<file path="src/rtl/vdp_pkg.sv">
// Shared widths, FSM encoding and sample record for the Van der Pol sweep sequencer.
// Pure declarations: no logic, no latency, no flow control.
package vdp_pkg;

   localparam int Q_W    = 32;
   localparam int Q_FRAC = 16;
   localparam int IDX_W  = 16;

   typedef enum logic [2:0] {
      S_IDLE  = 3'd0,
      S_ISSUE = 3'd1,
      S_WAIT  = 3'd2,
      S_STORE = 3'd3,
      S_STALL = 3'd4,
      S_DRAIN = 3'd5
   } state_t;

   typedef struct packed {
      logic [IDX_W-1:0] idx;
      logic [Q_W-1:0]   data;
   } sample_t;

endpackage

</file>
<file path="src/rtl/vdp_seq_ctrl_if.sv">
// Solver step bus plus sample stream between the sequencer (master) and its environment (slave).
// Stream transfers when out_valid and out_ready are both high; solver side is start/done.
interface vdp_seq_ctrl_if;
   import vdp_pkg::*;

   logic                  sol_start;
   logic signed [Q_W-1:0] sol_mu;
   logic signed [Q_W-1:0] sol_dt;
   logic signed [Q_W-1:0] sol_a;
   logic                  sol_done;
   logic signed [Q_W-1:0] sol_x;

   logic                  out_valid;
   logic                  out_ready;
   logic signed [Q_W-1:0] out_data;
   logic [IDX_W-1:0]      out_idx;

   modport master (
      output sol_start, sol_mu, sol_dt, sol_a,
      input  sol_done, sol_x,
      output out_valid, out_data, out_idx,
      input  out_ready
   );

   modport slave (
      input  sol_start, sol_mu, sol_dt, sol_a,
      output sol_done, sol_x,
      input  out_valid, out_data, out_idx,
      output out_ready
   );

endinterface

</file>
<file path="src/rtl/vdp_sample_fifo.sv">
// Synchronous sample FIFO (data + index), fall-through read, flags from extra-bit pointers.
// Push accepted when not full or when a pop happens in the same cycle; flush empties it.
module vdp_sample_fifo
   import vdp_pkg::*;
#(
   parameter int DEPTH = 4
) (
   input  logic    clk,
   input  logic    reset,
   input  logic    flush,
   input  logic    push,
   input  sample_t wr_dat,
   input  logic    pop,
   output sample_t rd_dat,
   output logic    full,
   output logic    empty
);
   localparam int             AW      = $clog2(DEPTH);
   localparam logic [AW:0]    PTR_ONE = {{AW{1'b0}}, 1'b1};

   sample_t     mem [DEPTH];
   logic [AW:0] wr_ptr;
   logic [AW:0] rd_ptr;
   logic        do_push;
   logic        do_pop;

   assign empty   = (wr_ptr == rd_ptr);
   assign full    = (wr_ptr[AW] != rd_ptr[AW]) && (wr_ptr[AW-1:0] == rd_ptr[AW-1:0]);
   assign do_pop  = pop && !empty;
   assign do_push = push && (!full || do_pop);
   // Head reads as zero when empty so the stream outputs are clean after reset/flush.
   assign rd_dat  = empty ? '0 : mem[rd_ptr[AW-1:0]];

   always_ff @(posedge clk) begin
      if (do_push) begin
         mem[wr_ptr[AW-1:0]] <= wr_dat;
      end
   end

   always_ff @(posedge clk or negedge reset) begin
      if (!reset) begin
         wr_ptr <= '0;
         rd_ptr <= '0;
      end else if (flush) begin
         wr_ptr <= '0;
         rd_ptr <= '0;
      end else begin
         if (do_push) wr_ptr <= wr_ptr + PTR_ONE;
         if (do_pop)  rd_ptr <= rd_ptr + PTR_ONE;
      end
   end

endmodule

</file>
<file path="src/rtl/vdp_seq_ctrl.sv">
// Van der Pol sweep sequencer: steps the solver n_iter times and streams every state sample.
// One step per ISSUE->WAIT->STORE round; a full sample FIFO parks the FSM in STALL until drained.
module vdp_seq_ctrl
   import vdp_pkg::*;
#(
   parameter int FIFO_DEPTH = 4,
   parameter int TIMEOUT    = 1024
) (
   input  logic                  clk,
   input  logic                  reset,
   input  logic                  run,
   input  logic [IDX_W-1:0]      n_iter,
   input  logic signed [Q_W-1:0] mu_in,
   input  logic signed [Q_W-1:0] dt_in,
   input  logic signed [Q_W-1:0] a_in,
   output logic                  busy,
   output logic                  finished,
   output logic                  err_timeout,
   vdp_seq_ctrl_if.master        bus
);
   localparam int            TW       = $clog2(TIMEOUT + 1);
   localparam logic [TW-1:0] TMO_LAST = TW'(TIMEOUT - 1);

   state_t           state;
   logic             start_q;
   logic [Q_W-1:0]   mu_q;
   logic [Q_W-1:0]   dt_q;
   logic [Q_W-1:0]   a_q;
   logic [IDX_W-1:0] n_q;
   logic [IDX_W-1:0] cnt;
   logic [IDX_W-1:0] cnt_nxt;
   logic [TW-1:0]    tmo;
   sample_t          smp;
   sample_t          head;
   logic             fifo_full;
   logic             fifo_empty;
   logic             push_ok;
   logic             wait_hit;
   logic             tmo_hit;

   assign cnt_nxt  = cnt + IDX_W'(1);
   // tmo==0 marks the first WAIT cycle, where a done left over from the previous step is ignored.
   assign wait_hit = (state == S_WAIT) && (tmo != '0) && bus.sol_done;
   assign tmo_hit  = (state == S_WAIT) && !wait_hit && (tmo == TMO_LAST);
   assign push_ok  = ((state == S_STORE) || (state == S_STALL)) && (!fifo_full || bus.out_ready);

   vdp_sample_fifo #(.DEPTH(FIFO_DEPTH)) u_fifo (
      .clk    (clk),
      .reset  (reset),
      .flush  (tmo_hit),
      .push   (push_ok),
      .wr_dat (smp),
      .pop    (bus.out_ready),
      .rd_dat (head),
      .full   (fifo_full),
      .empty  (fifo_empty)
   );

   assign bus.sol_start = start_q;
   assign bus.sol_mu    = mu_q;
   assign bus.sol_dt    = dt_q;
   assign bus.sol_a     = a_q;
   assign bus.out_valid = !fifo_empty;
   assign bus.out_data  = head.data;
   assign bus.out_idx   = head.idx;

   always_ff @(posedge clk or negedge reset) begin
      if (!reset) begin
         state       <= S_IDLE;
         start_q     <= 1'b0;
         busy        <= 1'b0;
         finished    <= 1'b0;
         err_timeout <= 1'b0;
         mu_q        <= '0;
         dt_q        <= '0;
         a_q         <= '0;
         n_q         <= '0;
         cnt         <= '0;
         tmo         <= '0;
         smp         <= '0;
      end else begin
         finished <= 1'b0;
         case (state)
            S_IDLE: begin
               if (run) begin
                  mu_q        <= mu_in;
                  dt_q        <= dt_in;
                  a_q         <= a_in;
                  n_q         <= n_iter;
                  cnt         <= '0;
                  err_timeout <= 1'b0;
                  if (n_iter == '0) begin
                     finished <= 1'b1;
                  end else begin
                     busy    <= 1'b1;
                     start_q <= 1'b1;
                     state   <= S_ISSUE;
                  end
               end
            end
            S_ISSUE: begin
               start_q <= 1'b0;
               tmo     <= '0;
               state   <= S_WAIT;
            end
            S_WAIT: begin
               if (wait_hit) begin
                  smp.idx  <= cnt;
                  smp.data <= bus.sol_x;
                  state    <= S_STORE;
               end else if (tmo_hit) begin
                  err_timeout <= 1'b1;
                  finished    <= 1'b1;
                  busy        <= 1'b0;
                  state       <= S_IDLE;
               end else begin
                  tmo <= tmo + TW'(1);
               end
            end
            S_STORE, S_STALL: begin
               if (push_ok) begin
                  cnt <= cnt_nxt;
                  if (cnt_nxt == n_q) begin
                     state <= S_DRAIN;
                  end else begin
                     start_q <= 1'b1;
                     state   <= S_ISSUE;
                  end
               end else begin
                  state <= S_STALL;
               end
            end
            S_DRAIN: begin
               if (fifo_empty) begin
                  finished <= 1'b1;
                  busy     <= 1'b0;
                  state    <= S_IDLE;
               end
            end
            default: state <= S_IDLE;
         endcase
      end
   end

endmodule

</file>
<file path="src/flat_wrapper.sv">
// flat-port wrapper written by rule: the top's interface ports become plain ports
module vdp_seq_ctrl_flat import vdp_pkg::*;
#(
   parameter int FIFO_DEPTH = 4,
   parameter int TIMEOUT    = 1024
)
  (clk, reset, run, n_iter, mu_in, dt_in, a_in, busy, finished, err_timeout, bus_sol_start, bus_sol_mu, bus_sol_dt, bus_sol_a, bus_sol_done, bus_sol_x, bus_out_valid, bus_out_data, bus_out_idx, bus_out_ready);
  vdp_seq_ctrl_if bus_i ();
  input  logic clk;
  input  logic reset;
  input  logic run;
  input  logic [IDX_W-1:0] n_iter;
  input  logic signed [Q_W-1:0] mu_in;
  input  logic signed [Q_W-1:0] dt_in;
  input  logic signed [Q_W-1:0] a_in;
  output logic busy;
  output logic finished;
  output logic err_timeout;
  output wire logic [$bits(bus_i.sol_start)-1:0] bus_sol_start;
  output wire logic [$bits(bus_i.sol_mu)-1:0] bus_sol_mu;
  output wire logic [$bits(bus_i.sol_dt)-1:0] bus_sol_dt;
  output wire logic [$bits(bus_i.sol_a)-1:0] bus_sol_a;
  input wire logic [$bits(bus_i.sol_done)-1:0] bus_sol_done;
  input wire logic [$bits(bus_i.sol_x)-1:0] bus_sol_x;
  output wire logic [$bits(bus_i.out_valid)-1:0] bus_out_valid;
  output wire logic [$bits(bus_i.out_data)-1:0] bus_out_data;
  output wire logic [$bits(bus_i.out_idx)-1:0] bus_out_idx;
  input wire logic [$bits(bus_i.out_ready)-1:0] bus_out_ready;
  assign bus_sol_start = bus_i.sol_start;
  assign bus_sol_mu = bus_i.sol_mu;
  assign bus_sol_dt = bus_i.sol_dt;
  assign bus_sol_a = bus_i.sol_a;
  assign bus_i.sol_done = bus_sol_done;
  assign bus_i.sol_x = bus_sol_x;
  assign bus_out_valid = bus_i.out_valid;
  assign bus_out_data = bus_i.out_data;
  assign bus_out_idx = bus_i.out_idx;
  assign bus_i.out_ready = bus_out_ready;
  vdp_seq_ctrl #(.FIFO_DEPTH(FIFO_DEPTH), .TIMEOUT(TIMEOUT)) u_core (.clk(clk), .reset(reset), .run(run), .n_iter(n_iter), .mu_in(mu_in), .dt_in(dt_in), .a_in(a_in), .busy(busy), .finished(finished), .err_timeout(err_timeout), .bus(bus_i));
endmodule
</file>
<file path="config.mk">
export PLATFORM = sky130hd
export DESIGN_NAME = vdp_seq_ctrl_flat
export DESIGN_NICKNAME = d
export VERILOG_FILES = /design/src/rtl/vdp_pkg.sv /design/src/rtl/vdp_seq_ctrl_if.sv /design/src/rtl/vdp_sample_fifo.sv /design/src/rtl/vdp_seq_ctrl.sv /design/src/flat_wrapper.sv
export SDC_FILE = /design/constraint.sdc
export NUM_CORES = 1
export LEC_CHECK = 0
export CORE_UTILIZATION = 52
export CTS_CLUSTER_DIAMETER = 120
export DETAILED_ROUTE_END_ITERATION = 10
export MAX_ROUTING_LAYER = met4
export PLACE_DENSITY_LB_ADDON = 0.25
export REMOVE_ABC_BUFFERS = 1
export SYNTH_ARGS = -nofsm -noshare
export SYNTH_HDL_FRONTEND = slang
export SYNTH_SLANG_ARGS = --single-unit
</file>
<file path="constraint.sdc">
create_clock -name clk -period 4.54 [get_ports clk]
set_clock_uncertainty 0.2 [all_clocks]
set_input_delay 0.454 -clock clk [delete_from_list [all_inputs] [get_ports clk]]
set_output_delay 0.454 -clock clk [all_outputs]
set_load 0.1 [all_outputs]
</file>
Word-level counts from Yosys, hierarchy flattened

Memory sizes are Yosys's and may differ from the RTL's.
Cells that the tools add are included.

ROM bits: 0
Memories: 1
Bits in latches: 0
Word-level logic and storage cells: 112
Output and inout port bits: 149
Bits in writable memories: 192
Flip-flop bits (word level): 200
Input bits: 149

Memories:

| name              | depth | bits a word | read ports | clocked after Yosys merged registers in | wr ports | line                  | text |
|---|---|---|---|---|---|---|---|
| u_core.u_fifo.mem | 4     | 48          | 1          | 0                                       | 1        | vdp_sample_fifo.sv:21 | `sample_t mem [DEPTH];` |

$add $sub $neg: 4
Divide/modulo/power cells: 0
Multiply operators: 0
Magnitude comparators: 0
Shifts and indexed selects: 0
Bitwise gates (word level): 0
Reductions and logical operators: 33
Muxes and demuxes: 40
Equality and inequality tests: 19

Operators by type and width:

| operator                | number |
|---|---|
| $mux W48                | 1 |
| $mux W3                 | 11 |
| $mux W16                | 2 |
| $pmux W16 S2            | 1 |
| $mux W11                | 2 |
| $pmux W11 S2            | 1 |
| $mux W1                 | 17 |
| $add A16 B1 Y16 const B | 1 |
| $eq A16 B16 Y1          | 1 |
| $logic_not A16 Y1       | 1 |
| $pmux W3 S5             | 1 |
| $ne A2 B2 Y1 const B    | 6 |
| $add A11 B1 Y11 const B | 1 |
| $eq A11 B10 Y1 const B  | 1 |
| $reduce_bool A11 Y1     | 1 |
| $reduce_bool A2 Y1      | 5 |
| $pmux W1 S3             | 3 |
| $logic_and A1 B1 Y1     | 8 |
| $reduce_and A4 Y1       | 2 |
| $add A3 B1 Y3 const B   | 2 |
| $eq A3 B2 Y1 const B    | 2 |
| $eq A3 B3 Y1 const B    | 2 |
| $reduce_and A3 Y1       | 2 |
| $reduce_and A6 Y1       | 1 |
| 14 further kinds        | 21 |

Depth between registers and ports, before layout

Gate-level depths: netlist of run 1.

Depth in word-level cells: 9
Gate-level depth with buffers: 10
Depth with buffers taken out: 8

Modules after synthesis

From an unflattened synthesis of run 1, not the netlist that was laid out.

Cell total of the unflattened synthesis: 981
Area total of the unflattened synthesis: 16070.4 um^2

Modules (own cells, without submodules):

| module          | area an instance (um^2) | cells each | instances |
|---|---|---|---|
| vdp_seq_ctrl    | 8361.8                  | 625        | 1 |
| vdp_sample_fifo | 7708.6                  | 356        | 1 |

Worst setup path before layout of run 1

Ideal clock, no wire load.

Path kind: reg-to-output
Start: reg u_core.u_fifo.rd_ptr[0]
End: out bus_out_idx[10]
Stages on the path, launching flop included: 8
Path buffers: 2
Setup slack: 1.182 ns
Arrival: 2.704 ns
Data required time: 3.886 ns
Cell sequence: dfrtp_1 buf_2 xnor2_1 nand2_1 nor2_1 clkinv_1 clkbuf_1 and2_1

Cells in the longest elaborated chain, start to end: 2
Elaborated cells between the ends (all ways): 3

Ends and longest elaborated chain:

| item                                           | line                  | text |
|---|---|---|
| from (decl)                                    | vdp_sample_fifo.sv:23 | `logic [AW:0] rd_ptr;` |
| from (signal assigned)                         | vdp_sample_fifo.sv:49 | `if (do_pop) rd_ptr <= rd_ptr + PTR_ONE;` |
| $mem_v2 Z4 W48 or $eq A3 B3 Y1 (tied branches) | -                     |  |
| $mux W48 *                                     | vdp_sample_fifo.sv:32 | `assign rd_dat = empty ? '0 : mem[rd_ptr[AW-1:0]];` |
| to (decl)                                      | flat_wrapper.sv:27    | `output wire logic [$bits(bus_i.out_idx)-1:0] bus_out_idx;` |

Mark *: on every way between the ends. The rest lies on a longest branch, timed or not.

Worst setup path in the final report of run 1

Start: reg u_core.u_fifo.rd_ptr[0]
End: out bus_out_idx[1]

Same word-level chain as after synthesis.

==> results of run 1 <==
logic make-up (layout without fill, tap and decap cells):
logic type,after synthesis,in the layout
compound gates,81,81
xor+xnor,32,32
fa+ha+maj,8,8
buf+inv,64,394
flops,392,392
mux,209,209
other cells,0,4
simple gates,192,192
worst max-delay path: stages (launching register included):
cell	delay (ns)
dfrtp_4	0.41
buf_4	0.73
mux4_2	0.60
and2_1	0.22
buf_4	0.25
through the flow:
step                      std cells  setup slack, ns
after floorplan                 926           -0.559
after global placement         1625             1.10
after detailed placement       1625             1.05
after CTS                      1698             1.02
after global routing           1702            0.930
final                          1702             1.11
worst max path at each step:
stage                            startpoint                        to  slack [ns]  cells past startpoint
finish              u_core.u_fifo.rd_ptr[0]            bus_out_idx[1]        1.11                      4
detailed placement            bus_out_ready   u_core.u_fifo.mem[3][0]        1.05                      5
global route        u_core.u_fifo.rd_ptr[0]            bus_out_idx[6]        0.93                      4
global placement              bus_out_ready  u_core.u_fifo.mem[2][22]        1.10                      5
floorplan           u_core.u_fifo.rd_ptr[0]           bus_out_data[0]       -0.56                      5
CTS                 u_core.u_fifo.rd_ptr[0]            bus_out_idx[1]        1.02                      4
registers in the layout, indices dropped and copies added, names as in the netlist, 3 cells and up:
| register | flops |
|---|---|
| u_core.tmo | 11 |
| u_core.smp | 48 |
| u_core.bus.sol_mu | 32 |
| u_core.u_fifo.wr_ptr | 3 |
| u_core.state | 3 |
| u_core.bus.sol_dt | 32 |
| u_core.bus.sol_a | 32 |
| u_core.cnt | 16 |
| u_core.n_q | 16 |
| u_core.u_fifo.rd_ptr | 3 |
| u_core.u_fifo.mem | 192 |
placed cells by master (no fill, tap or decap), drive strengths merged, types with 22 or more instances in the layout:
cell           instances
dfrtp                200
buf                   61
o21ai                 28
nand2                 32
mux4                  48
edfxtp               192
and2                  55
xnor2                 22
mux2                 159
clkdlybuf4s50        247
nor2                  31
clkbuf                59
timing repair:
item,4_1_cts,5_1_grt
endpoints found under the hold margin,78,0
endpoints found under the setup margin,0,0
hold buffers,1,0
routing by layer:
layer	GRT usage (%)	share of wire, %	up-vias
li1	-	-	4292
met3	5.54	7.4	55
met5	-	0	-
met4	8.23	2.7	0
met1	29.1	39	4776
met2	39.0	51	346
cell usage after synthesis (7+ instances only):
| library cell | count | area share, % |
|---|---|---|
| dfrtp_1 | 200 | 31 |
| edfxtp_1 | 192 | 36 |
| mux2_2 | 159 | 11 |
| and2_1 | 55 | 2.2 |
| mux4_2 | 48 | 6.8 |
| nand2_1 | 32 | 0.76 |
| nor2_1 | 31 | 0.73 |
| o21ai_0 | 28 | 0.88 |
| xnor2_1 | 22 | 1.2 |
| buf_2 | 21 | 0.66 |
| clkbuf_1 | 19 | 0.45 |
| nand3_1 | 12 | 0.38 |
| nor4_1 | 12 | 0.47 |
| o31ai_1 | 12 | 0.57 |
| a21oi_1 | 11 | 0.35 |
| inv_1 | 11 | 0.26 |
| buf_1 | 10 | 0.24 |
| xor2_1 | 10 | 0.55 |
| nand4_1 | 9 | 0.35 |
| ha_1 | 8 | 0.63 |
| nor3_1 | 7 | 0.22 |
final cells by class:
type                       count  share of cell area, %
clock inverter                14                  0.642
tap                          390                   2.39
antenna                        4                 0.0489
inverter                      12                  0.220
timing repair buffer         310                   14.6
clock buffer                  58                   5.57
multi-input combinational    522                   23.8
sequential                   392                   52.7
==> results.ini, run 1 <==
[worst_setup_path]
worstSetupPathType=register to output port
r2r_slack_ns=1.39
worstSetupStartpointType=register
worstReg2RegEnd=u_core.u_fifo.mem[2][2]
r2r-start=u_core.state[2]
reg2reg_depth=5
crit_path_max_fanout=50
cp.arrival_ns=2.77
cp.required_ns=3.89
endpoint_kind=output port

[sta]
tns_ns=0
period_minus_slack_ns=3.43
rsz0062_at_grt=false
hold_violations=0
slew_headroom_pct=19.6
drv_slew=0
final.period_utilization_pct=75.4
worst_pin_slew_ns=1.21
timing.fmax_mhz=292
hold_slack_ns=0.279
finalSetupViolCount=0

[clock_tree]
post_cts_resized=0
post_cts_buffers=0
clock_latency_ns=0.52
numCtsBuffers=41
cts_tree=yes
cts_root_buf=clkbuf_16
clk_pin_slew_ns=0.06
clkSinkCount=392
clk_path_buf_depth=3
htreeDepth=2

[cells_and_area]
ff_latch_area_sq_um=10800
finalNetCount=1436
syn_to_final_growth_pct=28.6
fillers=2055
drive_gt1_share_pct=26.2
final_cell_area_sq_um=20500
multi_input_comb_area_sq_um=4870
final_core_util_pct=68.5

[global_route]
gr-total-overflow=0
grt_max_degree=95
track_usage_pct=23.8
grt_antenna_before_repair=4
first_global_vias=9907
grt_pass1_wl_microns=54600

[placement]
globalplace.congestion=0.862
hpwl_microns=22900
io_buffers=297
place_area_sq_um=19200

[yosys]
syn_area_sq_um=15900
yosys.area_share.simple_pct=6.71
yosys_warnings=0
synth_top_family_by_area=multiplexers
synth_edf_count=192
synthArstFlopShare_pct=51.0
synth_xor_area_share_pct=1.76
syn_area_per_cell_sq_um=16.3
synthCells=978
synth_compound_area_share_pct=3.30
synth_cell_types=60
seq_area_frac_synth_pct=67.7
synthAdderAreaFrac_pct=0.629
synth.area.mux_share_pct=18.2
ys_ff_latch=392
synth_flop_cell=dfrtp_1

[route]
dr.pass1.iters=5
postRouteAntennaNets=0
routed_via_density=5.56
vias=9469
drc=0
drtIter0Drc=562
wl_per_cell_microns=20.7
routed_wirelength_microns=35200

[floorplan]
placementRows=63
dieArea_sq_um=31300
die_x_microns=177
die_height_microns=177
start_util_pct=53.2
ios=298
core_area_sq_um=29900

[min_path]
hold_class=register to register
holdPathStages=1
hold_path.startpoint=u_core.err_timeout
min_to=u_core.err_timeout

[run]
maxCapViolCount=0

[outcome]
status=complete, no violations

Power of run 1 is left out: the tool's default activity adds up to more than one toggle a clock period on the data nets, which glitch-free logic cannot reach.
==> run 2, diff against run 1 <==
==> constraint.sdc (replaced) <==
create_clock -name clk -period 3.5 [get_ports clk]
set_clock_uncertainty 0.2 [all_clocks]
set_input_delay 0.35 -clock clk [delete_from_list [all_inputs] [get_ports clk]]
set_output_delay 0.35 -clock clk [all_outputs]
set_load 0.1 [all_outputs]
==> results.ini, run 2 (synthesized netlist as in run 1, its figures left out) <==
[placement]
pre_cts_ws_ns=0.546  ; -0.501 ns
io_buffers=297  ; unchanged
globalplace.congestion=0.886  ; +2.8%
dp_cells=1635  ; +0.62%
hpwl_microns=23200  ; +1.7%

[global_route]
gr-total-overflow=0  ; unchanged
grt_pass1_wl_microns=54800  ; +0.42%
first_global_vias=10100  ; +1.8%
track_usage_pct=23.9  ; +0.059 points
grt_max_degree=85  ; -11%
grt_antenna_before_repair=3  ; -1

[sta]
drv_slew=0  ; unchanged
worst_pin_slew_ns=1.08  ; -0.121 ns
tns_ns=0  ; unchanged
finalWorstSetupSlack_ns=0.564  ; -0.551 ns
finalSetupViolCount=0  ; unchanged
final.period_utilization_pct=83.9
hold_violations=0  ; unchanged
rsz0062_at_grt=false
period_minus_slack_ns=2.94
slew_headroom_pct=27.5  ; +7.8 points
timing.fmax_mhz=341

[floorplan]
placementRows=63  ; unchanged
core_area_sq_um=29900  ; unchanged
die_x_microns=177  ; unchanged
die_height_microns=177  ; unchanged
dieArea_sq_um=31300  ; unchanged
start_util_pct=53.2  ; unchanged
ios=298  ; unchanged

[run]
maxCapViolCount=0  ; unchanged

[worst_setup_path]
cp.required_ns=2.95  ; -0.94 ns
reg2reg_depth=7  ; +2
cp.arrival_ns=2.39  ; -0.38 ns
endpoint_kind=output port
worstReg2RegEnd=u_core.smp[24]
crit_path_max_fanout=52  ; +4.0%
worstSetupStartpointType=register
worstSetupPathType=register to output port
r2r-start=u_core.tmo[0]
r2r_slack_ns=0.65  ; -0.74 ns

[clock_tree]
numCtsBuffers=39  ; -4.9%
cts_root_buf=clkbuf_16
clock_latency_ns=0.52  ; about the same
htreeDepth=2  ; unchanged
post_cts_resized=0  ; unchanged
cts_tree=yes
post_cts_buffers=0  ; unchanged
clk_path_buf_depth=3  ; unchanged
clk_pin_slew_ns=0.06  ; about the same
clkSinkCount=392  ; unchanged

[cells_and_area]
syn_to_final_growth_pct=33.0
finalNetCount=1444  ; +0.56%
layout.cells.non_filler=1709  ; +0.41%
drive_gt1_share_pct=26.8  ; +0.58 points
largest_register_ffs=192  ; unchanged
layout_common_cells=243 x clkdlybuf4s50_1, 198 x dfrtp_1, 192 x edfxtp_1
final_common_cell=clkdlybuf4s50_1

[min_path]
hold_class=input port to asynchronous set/reset pin

[route]
routed_via_density=5.53  ; -0.61%
vias=9450  ; -0.20%
drc=0  ; unchanged
routed_wirelength_microns=34900  ; -0.82%
dr.pass1.iters=4  ; -1
drtIter0Drc=503  ; -10%
postRouteAntennaNets=0  ; unchanged
wl_per_cell_microns=20.4  ; -1.2%

[outcome]
status=complete, no violations

-- run 2: cell types whose count changed in the layout (fill, tap and decap cells not counted), sizes merged --
cell | previous run | this run
inv | 13 | 11
diode | 4 | 2
clkinvlp | 2 | 0
buf | 61 | 75
clkinv | 9 | 12
clkdlybuf4s50 | 247 | 243
-- run 2: layer usage --
| layer | track usage, % | vias to the layer above | routed length, microns |
|---|---|---|---|
| met5 | - | - | 0 |
| met4 | 8.05 | 0 | 1040 |
| met3 | 4.88 | 63 | 2160 |
| met2 | 39.7 | 332 | 17600 |
| met1 | 29.2 | 4760 | 14100 |
| li1 | - | 4295 | - |
-- run 2: metrics by stage --
step | utilization [%] | hold WS [ns] | area, sq um
after detailed placement | 66.6 | 0.261 | 19900
after global placement | 66.6 | 0.260 | 19900
after CTS | 70.8 | 0.224 | 21100
after floorplan | - | -0.146 | 15700
after global routing | 70.8 | 0.227 | 21200
final | 70.8 | 0.227 | 21200
-- run 2: critical path, stage by stage, from the launching register on --
cell and delay (ns):
dfrtp_4 0.50, xnor2_1 0.19, nand2_1 0.07, nor2_1 0.16
clkinv_1 0.14, buf_4 0.30, and2_1 0.28, buf_12 0.18
-- run 2: repair_timing --
item / 4_1_cts / 5_1_grt
hold buffers: 1 / 0
endpoints found under the hold margin: 79 / 0
setup endpoints to repair: 0 / 0
-- run 2: layout make-up --
cell class	instances	area, sq um
fill	2001	8720
antenna	2	5.00
clock buffer	58	1100
timing repair buffer	320	3730
multi-input combinational	522	4870
inverter	12	45.0
sequential	392	10800
clock inverter	13	135
tap	390	488
-- run 2: worst max-delay path by stage --
stage                                       to                    start  depth (start not counted)
after global routing            bus_out_idx[3]  u_core.u_fifo.rd_ptr[0]                          7
after floorplan                bus_out_data[0]  u_core.u_fifo.rd_ptr[0]                          5
final                           bus_out_idx[3]  u_core.u_fifo.rd_ptr[0]                          7
after CTS                       bus_out_idx[0]  u_core.u_fifo.rd_ptr[0]                          7
after global placement    u_core.bus.sol_start                n_iter[1]                          7
after detailed placement  u_core.bus.sol_start                n_iter[1]                          7
Power of run 2 is left out for the same reason.
